## src/rtl/slave_write_scheduler.sv

```systemverilog
// slave_write_scheduler
//   Write-path scheduler placed in front of one slave port of the AXI crossbar.
//   Round-robin arbitrates AW requests from the masters that decode to this
//   slave, steers W data in AW grant order (no interleaving), tracks the number
//   of accepted-but-unresponded writes and steers B responses by BID MSBs.
//
// Ports
//   clk, clr              clock, asynchronous active-high reset
//   AW_valid_f/AW_addr_f  per-master AWVALID / AWADDR (master m at [m*ADDR_WIDTH +: ADDR_WIDTH])
//   S_AWREADY             slave AWREADY
//   AW_en/AW_sel          registered AW crossbar enable / master select
//   W_valid_f/W_last_f    per-master WVALID / WLAST
//   S_WREADY              slave WREADY
//   W_en/W_sel            W crossbar enable / select (head of the order FIFO)
//   S_BVALID/S_BID_msb    slave BVALID and master-index field of BID
//   B_ready_f             per-master BREADY
//   B_en/B_sel            B crossbar enable / select (combinational)
//   outstanding           accepted-but-unresponded write count
//   aw_state_dbg_o        AW FSM state (0 = IDLE, 1 = GRANT)
//
// Handshake: a transfer happens in the cycle where VALID and READY are both
// high at the rising clock edge; VALID never waits on READY.
module slave_write_scheduler #(
  parameter int M                     = 2,
  parameter int S                     = 2,
  parameter int SLAVE_INDEX           = 0,
  parameter int NUM_OUTSTANDING_TRANS = 2,
  parameter int ADDR_WIDTH            = 32,
  localparam int MW = $clog2(M),
  localparam int SW = (S > 1) ? $clog2(S) : 1,
  localparam int OW = $clog2(NUM_OUTSTANDING_TRANS + 1),
  localparam int PW = (NUM_OUTSTANDING_TRANS > 1) ? $clog2(NUM_OUTSTANDING_TRANS) : 1
) (
  input  logic                    clk,
  input  logic                    clr,
  input  logic [M-1:0]            AW_valid_f,
  input  logic [M*ADDR_WIDTH-1:0] AW_addr_f,
  input  logic                    S_AWREADY,
  output logic                    AW_en,
  output logic [MW-1:0]           AW_sel,
  input  logic [M-1:0]            W_valid_f,
  input  logic [M-1:0]            W_last_f,
  input  logic                    S_WREADY,
  output logic                    W_en,
  output logic [MW-1:0]           W_sel,
  input  logic                    S_BVALID,
  input  logic [MW-1:0]           S_BID_msb,
  input  logic [M-1:0]            B_ready_f,
  output logic                    B_en,
  output logic [MW-1:0]           B_sel,
  output logic [OW-1:0]           outstanding,
  output logic                    aw_state_dbg_o
);

  typedef enum logic {
    ST_IDLE  = 1'b0,
    ST_GRANT = 1'b1
  } aw_state_e;

  aw_state_e      state_q, state_d;
  logic [MW-1:0]  aw_sel_q, aw_sel_d;
  logic [MW-1:0]  last_grant_q, last_grant_d;
  logic [OW-1:0]  outstanding_q, outstanding_d;

  // Order FIFO: master indices of granted AWs, in grant order.
  logic [MW-1:0]  fifo_q [NUM_OUTSTANDING_TRANS];
  logic [PW-1:0]  rd_ptr_q, rd_ptr_d;
  logic [PW-1:0]  wr_ptr_q, wr_ptr_d;
  logic [OW-1:0]  fifo_cnt_q, fifo_cnt_d;

  logic [M-1:0]   req;
  logic           pick_found;
  logic [MW-1:0]  pick_idx;
  logic [MW-1:0]  cand;
  logic           aw_hs;
  logic           w_pop;
  logic           b_dec;

  function automatic logic [PW-1:0] ptr_inc(input logic [PW-1:0] p);
    return (p == PW'(NUM_OUTSTANDING_TRANS - 1)) ? '0 : p + 1'b1;
  endfunction

  // Address decode: top SW address bits select the slave.
  always_comb begin
    req = '0;
    for (int m = 0; m < M; m++) begin
      req[m] = AW_valid_f[m] &&
               (AW_addr_f[m*ADDR_WIDTH + ADDR_WIDTH-1 -: SW] == SW'(SLAVE_INDEX));
    end
  end

  // Round-robin search starting just after the last granted master.
  always_comb begin
    pick_found = 1'b0;
    pick_idx   = '0;
    cand       = '0;
    for (int i = 1; i <= M; i++) begin
      cand = MW'((int'(last_grant_q) + i) % M);
      if (!pick_found && req[cand]) begin
        pick_found = 1'b1;
        pick_idx   = cand;
      end
    end
  end

  // AW FSM next state.
  always_comb begin
    state_d      = state_q;
    aw_sel_d     = aw_sel_q;
    last_grant_d = last_grant_q;
    aw_hs        = 1'b0;
    case (state_q)
      ST_IDLE: begin
        if (pick_found && (outstanding_q < OW'(NUM_OUTSTANDING_TRANS))) begin
          aw_sel_d = pick_idx;
          state_d  = ST_GRANT;
        end
      end
      ST_GRANT: begin
        // The grant is held even if the master drops AWVALID.
        if (AW_valid_f[aw_sel_q] && S_AWREADY) begin
          aw_hs        = 1'b1;
          last_grant_d = aw_sel_q;
          state_d      = ST_IDLE;
        end
      end
      default: state_d = ST_IDLE;
    endcase
  end

  // W routing follows the FIFO head; only a WLAST beat retires the entry.
  assign W_en  = (fifo_cnt_q != '0);
  assign W_sel = fifo_q[rd_ptr_q];
  assign w_pop = W_en && W_valid_f[W_sel] && S_WREADY && W_last_f[W_sel];

  // B steering is purely combinational.
  assign B_en  = S_BVALID;
  assign B_sel = S_BID_msb;
  // A response with nothing outstanding is ignored so the count saturates at 0.
  assign b_dec = S_BVALID && B_ready_f[S_BID_msb] && (outstanding_q != '0);

  always_comb begin
    rd_ptr_d      = rd_ptr_q;
    wr_ptr_d      = wr_ptr_q;
    fifo_cnt_d    = fifo_cnt_q;
    outstanding_d = outstanding_q;
    if (aw_hs) wr_ptr_d = ptr_inc(wr_ptr_q);
    if (w_pop) rd_ptr_d = ptr_inc(rd_ptr_q);
    case ({aw_hs, w_pop})
      2'b10:   fifo_cnt_d = fifo_cnt_q + OW'(1);
      2'b01:   fifo_cnt_d = fifo_cnt_q - OW'(1);
      default: fifo_cnt_d = fifo_cnt_q;
    endcase
    case ({aw_hs, b_dec})
      2'b10:   outstanding_d = outstanding_q + OW'(1);
      2'b01:   outstanding_d = outstanding_q - OW'(1);
      default: outstanding_d = outstanding_q;
    endcase
  end

  always_ff @(posedge clk or posedge clr) begin
    if (clr) begin
      state_q       <= ST_IDLE;
      aw_sel_q      <= '0;
      last_grant_q  <= MW'(M - 1);
      outstanding_q <= '0;
      rd_ptr_q      <= '0;
      wr_ptr_q      <= '0;
      fifo_cnt_q    <= '0;
      for (int i = 0; i < NUM_OUTSTANDING_TRANS; i++) fifo_q[i] <= '0;
    end else begin
      state_q       <= state_d;
      aw_sel_q      <= aw_sel_d;
      last_grant_q  <= last_grant_d;
      outstanding_q <= outstanding_d;
      rd_ptr_q      <= rd_ptr_d;
      wr_ptr_q      <= wr_ptr_d;
      fifo_cnt_q    <= fifo_cnt_d;
      if (aw_hs) fifo_q[wr_ptr_q] <= aw_sel_q;
    end
  end

  assign AW_en          = (state_q == ST_GRANT);
  assign AW_sel         = aw_sel_q;
  assign outstanding    = outstanding_q;
  assign aw_state_dbg_o = state_q;

endmodule
```

## config.mk

```make
export PLATFORM = sky130hd
export DESIGN_NAME = slave_write_scheduler
export DESIGN_NICKNAME = d
export VERILOG_FILES = /design/src/rtl/slave_write_scheduler.sv
export SDC_FILE = /design/constraint.sdc
export NUM_CORES = 1
export LEC_CHECK = 0
export BUFFER_PORTS_ARGS = -buffer_cell sky130_fd_sc_hd__buf_4
export CAP_MARGIN = 20
export CORE_ASPECT_RATIO = 1.2
export CORE_MARGIN = 5
export CORE_UTILIZATION = 26
export CTS_CLUSTER_DIAMETER = 30
export DETAILED_ROUTE_END_ITERATION = 12
export PLACE_DENSITY = 0.78
export SYNTH_ARGS = -nofsm -noshare
export SYNTH_HDL_FRONTEND = slang
export SYNTH_SLANG_ARGS = --single-unit
```

## constraint.sdc

```tcl
create_clock -name clk -period 1.3 [get_ports clk]
set_input_delay 0.195 -clock clk [delete_from_list [all_inputs] [get_ports clk]]
set_output_delay 0.195 -clock clk [all_outputs]
set_load 0.02 [all_outputs]
```

==> reports/summary.txt <==
TNS Setup -> -0.985 ns
detailed-route DRC error count -> 0
kind of critical path -> reg2reg
crit path capture type -> flip-flop
HPWL after DPL -> 1100 µm
synth unique cells -> 25
Worst setup SP type -> flip-flop
WP buf/inv -> 0
DRT Wirelength -> 1480 µm
clk slew on worst S/H paths -> 0.07 ns
status -> finished with violations
worst hold slack -> 0.294 ns
GP Congestion -> 0.674
Mean Syn Cell Area -> 10.7 µm²
first-pass GRT wire length -> 2440 µm
CORE AREA -> 0.00223 mm²
PwrDens -> 2350 mW/mm²
I/O pin cnt -> 87
Slew Limit Fails -> 0
Seq/Total Area, Yosys -> 46.3%
DR vias/cell -> 4.22
Slew headroom -> 72.3%
Synth Area in Compound Gates -> 3.14%
worst vdd ir -> 1280 µV
share of Yosys cell area claimed by the top area cell type -> 41.9%
CTS tree -> done
cts bufs inserted -> 3
Post-Place Cells -> 119
RSZ-0062 raised after global routing -> true
fin nets -> 179
worst min path class -> in2reg
Final ANT Viol Nets -> 0
mux cell area share after synthesis -> 11.3%
cell area after synthesis -> 597 µm²
routed length on met3 -> 85 µm
critical path cell sequence -> mux2i_2 -> nand3_1 -> a21oi_2 -> ha_4 -> xnor2_2 -> nor2_2 -> xor2_1
Die Area -> 0.00336 mm²
gr usage total -> 9.39%
clock skew -> 0.00440 ns
Worst-Skew Late Latency -> 0.26 ns
Layout area overhead -> 75.5%
fillcell total -> 215
Initial Util -> 26.7%
Synthesized Nets -> 136
Detailed Routing Iterations Pass 1 -> 2
synthesized flop and latch total -> 11
share of cells above drive strength 1 -> 68.4%
metal1 wirelength -> 561 µm
Max Cap Viol -> 0
Core Rows -> 19
Wirelength per Cell -> 11.5 µm
xor/xnor cell area share of the yosys netlist -> 11.7%
final non-filler cell total -> 129
minimum clock period -> 1.56 ns
Mapped Cells -> 56
Starting DRT DRC Count -> 3
top sig layer -> met3
largest net degree at the start of global routing -> 12
CP max stage cell -> dfrtp_1
FMAX -> 641 MHz
total grt overflow -> 0
TritonCTS Sinks -> 11
leak pwr -> 0.507 nW
Diodes inserted -> 0
H-tree depth -> 1
Fin. Hold Viols -> 0
largest family of logic cells by synthesized area -> simple AND/OR/NAND/NOR gates
final worst path period share -> 120%
Worst EP arrival -> 1.71 ns
DR vias -> 544
area leader, netlist -> dfrtp_1
crit-path max FO -> 3
Adder-Cell Fraction of Synth Area -> 4.19%
Critical Path RT -> 1.45 ns
clk buf depth -> 2
Synth Area in Simple Gates -> 17.6%
top cells by area, synth -> dfrtp_1 42%, xnor2_1 5.9%, xor2_1 5.9%
worst-margin pin slew -> 0.416 ns
Detail Route met2 WL -> 832 µm
Final Worst Setup Slack -> -0.259 ns
crit-path leading delay family -> flip-flops
Root Buffer -> clkbuf_4
Syn. warnings -> 0
Port-buffer cells -> 24
number of global-route vias before repair -> 605
Die Height -> 62.5 µm
Finish-stage setup viols -> 9
Max stage delay on crit path -> 0.38 ns
Die Wd -> 53.7 µm
violated checks -> setup timing
initial antenna violation count -> 0
==> placed cells by master (no fill, tap or decap), drive strengths merged <==
| cell | n |
|---|---|
| inv | 3 |
| clkbuf | 4 |
| dfstp | 1 |
| or2 | 1 |
| nand3b | 1 |
| dfrtp | 10 |
| mux2 | 3 |
| nand2b | 2 |
| ha | 2 |
| xor2 | 4 |
| o21ai | 1 |
| nand2 | 3 |
| a21oi | 2 |
| nor3 | 2 |
| buf | 40 |
| nor4 | 1 |
| xnor2 | 4 |
| mux2i | 3 |
| dlygate4sd3 | 1 |
| nand3 | 1 |
| nor2 | 9 |
==> metal layers <==
| metal | up-vias | global-route usage [%] |
|---|---|---|
| li1 | 267 | - |
| met1 | 260 | 11.1 |
| met2 | 17 | 15.8 |
| met3 | 0 | 2.63 |
| met4 | 0 | 2.88 |
| met5 | - | 0 |
==> worst register-to-register path, stage by stage, from the launching register on <==
cell and delay [ns]:
dfrtp_1 0.38, mux2i_2 0.25, nand3_1 0.12, a21oi_2 0.23, ha_4 0.17, xnor2_2 0.11
nor2_2 0.06, xor2_1 0.14
==> flip-flops by register name, indices dropped and copies added (netlist names) <==
register	flops
last_grant_q	1
AW_sel	1
outstanding	2
AW_en	1
wr_ptr_q	1
fifo_cnt_q	2
fifo_q	2
rd_ptr_q	1
==> layout make-up <==
| cell class | count | area [µm²] | area share (%) |
|---|---|---|---|
| Clock buffer | 4 | 26.3 | 2.51 |
| Inverter | 3 | 11.3 | 1.08 |
| Timing Repair Buffer | 41 | 322 | 30.7 |
| Sequential cell | 11 | 278 | 26.5 |
| Tap cell | 31 | 38.8 | 3.70 |
| Multi-Input combinational cell | 39 | 372 | 35.5 |
==> synthesized netlist by cell type <==
library cell,instances
a21oi_1,1
a21oi_2,1
buf_4,3
dfrtp_1,10
dfstp_2,1
ha_1,2
inv_1,3
mux2_1,1
mux2_2,1
mux2_4,1
mux2i_1,3
nand2_1,1
nand2_2,1
nand2_4,1
nand2b_1,2
nand3_1,1
nand3b_1,1
nor2_1,8
nor2_2,1
nor3_1,2
nor4_1,1
o21ai_0,1
or2_2,1
xnor2_1,4
xor2_1,4
==> kinds of logic (layout without fill, tap and decap cells) <==
logic type	Yosys count	in the layout
AND/OR/NAND/NOR	20	20
flip-flops	11	11
XOR/XNOR	8	8
multiplexers	6	6
buffers and inverters	6	48
AO/OA/AOI/OAI	3	3
adder cells (fa/ha/maj)	2	2
==> final timing paths <==
path / startpoint / end / cells after the start / slack [ns]
setup / recovery: rd_ptr_q / fifo_cnt_q[1] / 7 / -0.26
hold / removal: AW_addr_f[31] / AW_sel / 4 / 0.29
setup reg to reg: rd_ptr_q / fifo_cnt_q[1] / 7 / -0.26
hold reg to reg: fifo_q[1] / fifo_q[1] / 1 / 0.56
max in group asynchronous: clr / last_grant_q / 3 / 0.50
min in group asynchronous: clr / fifo_cnt_q[1] / 3 / 0.48
==> metrics by stage <==
step                      utilization, %  total power, mW  setup WS [ns]  instance area (µm²)
after floorplan                        -             1.34         -0.253                  623
after detailed placement            40.4             1.87         -0.296                  902
after global placement              40.4             1.83         -0.216                  902
after global routing                46.9             2.63         -0.371                 1050
after CTS                           43.8             2.27         -0.273                  980
final                               46.9             2.46         -0.259                 1050
==> power by group <==
part | internal (mW) | switching [mW] | total, mW
Combinational | 0.892 | 0.658 | 1.55
Clock | 0.119 | 0.110 | 0.229
Sequential | 0.540 | 0.139 | 0.679
Total | 1.55 | 0.907 | 2.46
==> timing repair <==
item / 4_1_cts / 5_1_grt
pin swaps: 3 / 5
hold buffers: 1 / 0
cloned: 0 / 0
endpoints found under the setup margin: 8 / 10
endpoints found under the hold margin: 10 / 0
buffers inserted: 1 / 6
gates resized for setup: 9 / 9
(Power assumes the default switching activity.)
